## src/rtl/load_align_unit.sv

```systemverilog
// Load alignment: selects and extends the addressed byte/halfword from a memory word.
// Define LOAD_MISALIGN_CHECK_EN to add misalignment detection with sticky error status.
module load_align_unit (
  input  logic        clk,
  input  logic        rst_n,
  input  logic [31:0] addr_data,
  input  logic [1:0]  addr_rem,
  input  logic [31:0] alu_result,
  input  logic [2:0]  info_load,
  input  logic        err_clr,
  output logic [31:0] data,
  output logic        misaligned,
  output logic        err_sticky,
  output logic [31:0] err_addr
);

  typedef enum logic [2:0] {
    LD_NONE = 3'b000,
    LD_LB   = 3'b001,
    LD_LH   = 3'b010,
    LD_LW   = 3'b011,
    LD_LBU  = 3'b100,
    LD_LHU  = 3'b101
  } load_kind_e;

  logic [7:0]  byte_sel;
  logic [15:0] half_sel;

  always_comb begin
    byte_sel = 8'h00;
    half_sel = 16'h0000;
    case (addr_rem)
      2'd0: begin byte_sel = addr_data[7:0];   half_sel = addr_data[15:0];  end
      2'd1: begin byte_sel = addr_data[15:8];  half_sel = addr_data[23:8];  end
      2'd2: begin byte_sel = addr_data[23:16]; half_sel = addr_data[31:16]; end
      default: begin byte_sel = addr_data[31:24]; half_sel = 16'h0000; end
    endcase
  end

  // A halfword straddling the word boundary cannot be assembled from one word, so it reads as 0.
  always_comb begin
    data = 32'h0000_0000;
    case (info_load)
      LD_LB:  data = {{24{byte_sel[7]}}, byte_sel};
      LD_LBU: data = {24'h000000, byte_sel};
      LD_LH:  data = (addr_rem == 2'd3) ? 32'h0 : {{16{half_sel[15]}}, half_sel};
      LD_LHU: data = (addr_rem == 2'd3) ? 32'h0 : {16'h0000, half_sel};
      LD_LW:  data = addr_data;
      default: data = 32'h0000_0000;
    endcase
  end

`ifdef LOAD_MISALIGN_CHECK_EN
  logic        misaligned_w;
  logic        sticky_q;
  logic [31:0] addr_q;

  always_comb begin
    misaligned_w = 1'b0;
    case (info_load)
      LD_LH, LD_LHU: misaligned_w = (addr_rem == 2'd3);
      LD_LW:         misaligned_w = (addr_rem != 2'd0);
      default:       misaligned_w = 1'b0;
    endcase
  end

  // Only the first misaligned address is captured; clear wins over a same-cycle set.
  always_ff @(posedge clk or negedge rst_n) begin
    if (!rst_n) begin
      sticky_q <= 1'b0;
      addr_q   <= 32'h0000_0000;
    end else if (err_clr) begin
      sticky_q <= 1'b0;
    end else if (misaligned_w && !sticky_q) begin
      sticky_q <= 1'b1;
      addr_q   <= alu_result;
    end
  end

  assign misaligned = misaligned_w;
  assign err_sticky = sticky_q;
  assign err_addr   = addr_q;
`else
  logic unused_status_inputs;

  assign unused_status_inputs = ^{clk, rst_n, alu_result, err_clr};
  assign misaligned = 1'b0;
  assign err_sticky = 1'b0;
  assign err_addr   = 32'h0000_0000;
`endif

endmodule

```

## config.mk

```make
export PLATFORM = sky130hd
export DESIGN_NAME = load_align_unit
export DESIGN_NICKNAME = d
export VERILOG_FILES = /design/src/rtl/load_align_unit.sv
export SDC_FILE = /design/constraint.sdc
export NUM_CORES = 1
export LEC_CHECK = 0
export ABC_AREA = 0
export BUFFER_PORTS_ARGS = -buffer_cell sky130_fd_sc_hd__buf_4
export CAP_MARGIN = 10
export CORE_MARGIN = 3
export CORE_UTILIZATION = 32
export DETAILED_ROUTE_END_ITERATION = 8
export PLACE_DENSITY = 0.8
export REMOVE_ABC_BUFFERS = 1
export SLEW_MARGIN = 10
export SYNTH_ARGS = -nofsm -noshare
export SYNTH_HDL_FRONTEND = slang
export SYNTH_SLANG_ARGS = --single-unit
```

## constraint.sdc

```tcl
create_clock -name vclk -period 1.1
set_clock_uncertainty 0.1 [all_clocks]
set_input_delay 0 -clock vclk [all_inputs]
set_output_delay 0 -clock vclk [all_outputs]
set_load 0.02 [all_outputs]
```

== Yosys cells after proc, flatten, opt, wreduce, memory -nomap -nowiden ==
Cells that the tools add are included.

* Register bits: 0
* Output and inout port bits: 66

* Equality and inequality tests: 8
* Multiplexer cells: 5
* Reduce and logical (&&, ||, !) cells: 1

{| class="wikitable"
|+ Operators with widths
! cell !! number
|-
| $pmux 32 s5 || 1
|-
| $pmux 16 s3 || 1
|-
| $mux 32 || 1
|-
| $pmux 8 s3 || 1
|-
| $mux 16 || 1
|-
| $eq 3x2->1 const B || 2
|-
| $eq 3x3->1 const B || 2
|-
| $eq 2x2->1 const B || 2
|-
| $eq 3x1->1 const B || 1
|-
| $eq 2x1->1 const B || 1
|-
| $logic_not 2->1 || 1
|}

== Logic depth before layout (Yosys ltp) ==
* Depth in word-level cells: 4
* Depth in mapped cells: 6

== Worst setup path after synthesis ==
OpenSTA, ideal clock, no wires.

* Kind: in2out
* Start point: input port addr_rem[1]
* End point: output port data[21]
* Arrival: 1.184 ns
* Required time: 1.000 ns
* Setup slack: -0.184 ns
* Stages on the path: 6
* Cell sequence: buf_6 mux2i_1 o32ai_1 a21oi_2 buf_4 a21oi_1

* Word-level cells in the longest chain between the ends: 4

{| class="wikitable"
|+ RTL lines
! what !! line !! source
|-
| from (decl) || 7 || <nowiki>input logic [1:0] addr_rem,</nowiki>
|-
| $eq 2x2->1 (tied with other cells) || 32 || <nowiki>case (addr_rem)</nowiki>
|-
| $pmux 16 s3 || 32 ||
|-
| $mux 32 || 46 || <nowiki>LD_LH: data = (addr_rem == 2'd3) ? 32'h0 : {{16{half_sel[15]}}, half_sel};</nowiki>
|-
| $pmux 32 s5 (*) || 43 || <nowiki>case (info_load)</nowiki>
|-
| to (decl) || 11 || <nowiki>output logic [31:0] data,</nowiki>
|}

Mark *: on every way between the ends. The rest lies on a longest branch, timed or not.

== Final worst setup path ==
* Start point: input port addr_rem[1]
* End point: output port data[4]

* Word-level cells in the longest chain between the ends: 4

{| class="wikitable"
|+ RTL lines
! what !! line
|-
| $eq 2x2->1 (tied with other cells) || 32
|-
| $pmux 16 s3 || 32
|-
| $mux 16 / $mux 32 (equally long branches) || 47, 46
|-
| $pmux 32 s5 (*) || 43
|}

Marked as above.

==> metrics.cfg <==
[outcome]
run_status=finished with violations
violations=setup timing

[power_and_ir_drop]
p_total_mw=1.26
p_sw_mw=0.672
max-vdd-ir-drop_v=0.000212
clockPowerShare=0
p_sw_frac=0.532
p_per_area_nw_per_um2=535
power.internal_mw=0.592
combPwrFrac=1.000
power_frac_seq=0
leakage_nw=1.15

[floorplan]
start_util=0.349
die_h_um=67.8
fp-row-count=21
io_pins=138
die_w_um=67.8
coreArea_um2=3490
die_area_um2=4590

[timing]
slew_viol_final=0
setup_ws_ns=-0.232
fin_crit_sh=1.21
setup_tns_ns=-5.35
max_freq_mhz=751
period_minus_slack_ns=1.33
worst_hold_slack_ns=0.224
finalSetupViolCount=32
rsz0062_at_grt=yes
hold_viol=0

[synth]
avgSynthCellArea_um2=6.50
yosys.area_share.adder=0
yosysWarnings=0
synth.area.mux_share=0.149
netlist.area_leader.share=0.215
synth_cell_type_count=36
synth_area_um2=1220
synthXorXnorAreaFrac=0.00717
synth_top_family_by_area=compound AO/OA/AOI/OAI gates
yosys.area_share.simple=0.218
synth_cells=188
ys_seq_area_frac=0
synth_compound_area_frac=0.319
yosys-top-cells-area=buf_4, mux2i_1, nand2_1
synth_top_area_cell=buf_4

[detailed_routing]
routedWlPerCell_um=16.5
ant_nets=0
route.detailed.drc=0
drtPass1Iterations=6
num_vias=1753
drt_iter0_drc=192
wirelength_um=5400
routed_via_density=5.36

[final_layout]
syn_to_final_growth_pct=93.4
final_cell_mix=buf_4, conb_1, buf_6
seq_cells=0
drive_gt1_frac=0.523
postLayoutCoreUtil=0.676
final_common_cell=buf_4
nNetsFinal=355
n_antenna_cell=0
nClkBuffers=0
ff_latch_area_um2=0

[grt]
grt_pass1_vias=1684
grt_overflow=0
grt_max_degree=16
grt_usage=0.211
grt_first_pass_wirelength_um=7720
grt_antenna_before_repair=0

[place]
port_buffers=69
routabilityCongestion=0.937
dpl_worst_slack_ns=-0.417
dpl.hpwl_um=3520

[setup_path]
cp_slowest_cell=a222oi_1
worstPathCellList=buf_12 -> buf_6 -> mux2i_1 -> o21ai_0 -> a222oi_1 -> inv_1 -> buf_4
cp_num_cells=7
crit_path_start_kind=input pin
endpoint=data[4]
arrival_ns=1.23
path_buf_inv=4
slowest_delay_ns=0.38
required_ns=1.00
path_class=in2out
worstSetupEndpointType=primary output
crit_path_start=addr_rem[1]
crit_family=buffers and inverters
cp_max_fo=15

[clocking]
ctsHoldBuffers=0

[min_path]
min_path_type=in2out

[run]
max-cap-violations=0

## synth_stat cells, types with 4 or more instances
| master | number |
|---|---|
| nand2_1 | 32 |
| clkbuf_1 | 7 |
| a21oi_1 | 18 |
| a222oi_1 | 7 |
| inv_1 | 10 |
| nand2b_1 | 4 |
| a22oi_1 | 6 |
| mux2i_1 | 17 |
| o2bb2ai_1 | 7 |
| buf_2 | 6 |
| o21ai_0 | 8 |
| nand3b_1 | 6 |
| buf_4 | 35 |
## timing repair
| action | in CTS | in global routing |
|---|---|---|
| setup endpoints to repair | 32 | 32 |
| gates resized for setup | 65 | 32 |
| gates cloned | 1 | 0 |
| setup buffers | 8 | 0 |
| hold endpoints to repair | 0 | 0 |
| pin swaps | 7 | 12 |
## worst min path at each step
stage	startpoint	end	slack (ns)	cells past startpoint
2_1_floorplan	info_load[2]	data[16]	-0.02	1
3_3_place_gp	addr_data[24]	data[0]	0.23	4
3_5_place_dp	addr_data[24]	data[0]	0.23	4
4_1_cts	addr_data[14]	data[14]	0.22	4
5_1_grt	addr_data[14]	data[14]	0.25	4
6_report	addr_data[14]	data[14]	0.22	4
## layout make-up
type	instances	area [um^2]
well taps	46	57.6
fillers	263	1130
repair buffers	110	1040
multi-input cells	161	1230
inverters	10	37.5
## logic make-up (layout without fill, tap and decap cells)
| group | count (synthesis) | in the layout |
|---|---|---|
| other | 1 | 34 |
| AND/OR/NAND/NOR | 53 | 53 |
| XOR/XNOR | 1 | 1 |
| multiplexers | 18 | 18 |
| AO/OA/AOI/OAI | 55 | 55 |
| buffers and inverters | 60 | 120 |
## power groups by stage
stage               Combinational, mW  Sequential (mW)  Clock (mW)
CTS                              1.15                0           0
global placement                0.941                0           0
global route                     1.33                0           0
floorplan                       0.469                0           0
detailed placement              0.949                0           0
finish                           1.26                0           0
## layer usage
layer / track usage / vias to the layer above / part of all wire
li1: - / 794 / -
met1: 0.242 / 836 / 0.37
met2: 0.401 / 115 / 0.52
met3: 0.0283 / 8 / 0.094
met4: 0.0620 / 0 / 0.015
met5: 0 / - / 0
## metrics by stage
stage / instance area, um^2 / std cells
floorplan: 1010 / 171
global placement: 1850 / 319
detailed placement: 1850 / 319
CTS: 2210 / 327
global route: 2360 / 327
finish: 2360 / 327
## worst min-delay path, cell delays in order
cell and delay (ns):
buf_4 0.09, nand2_1 0.06, nand3_2 0.06, buf_6 0.11
No activity file was read; power rests on OpenSTA's default activity.
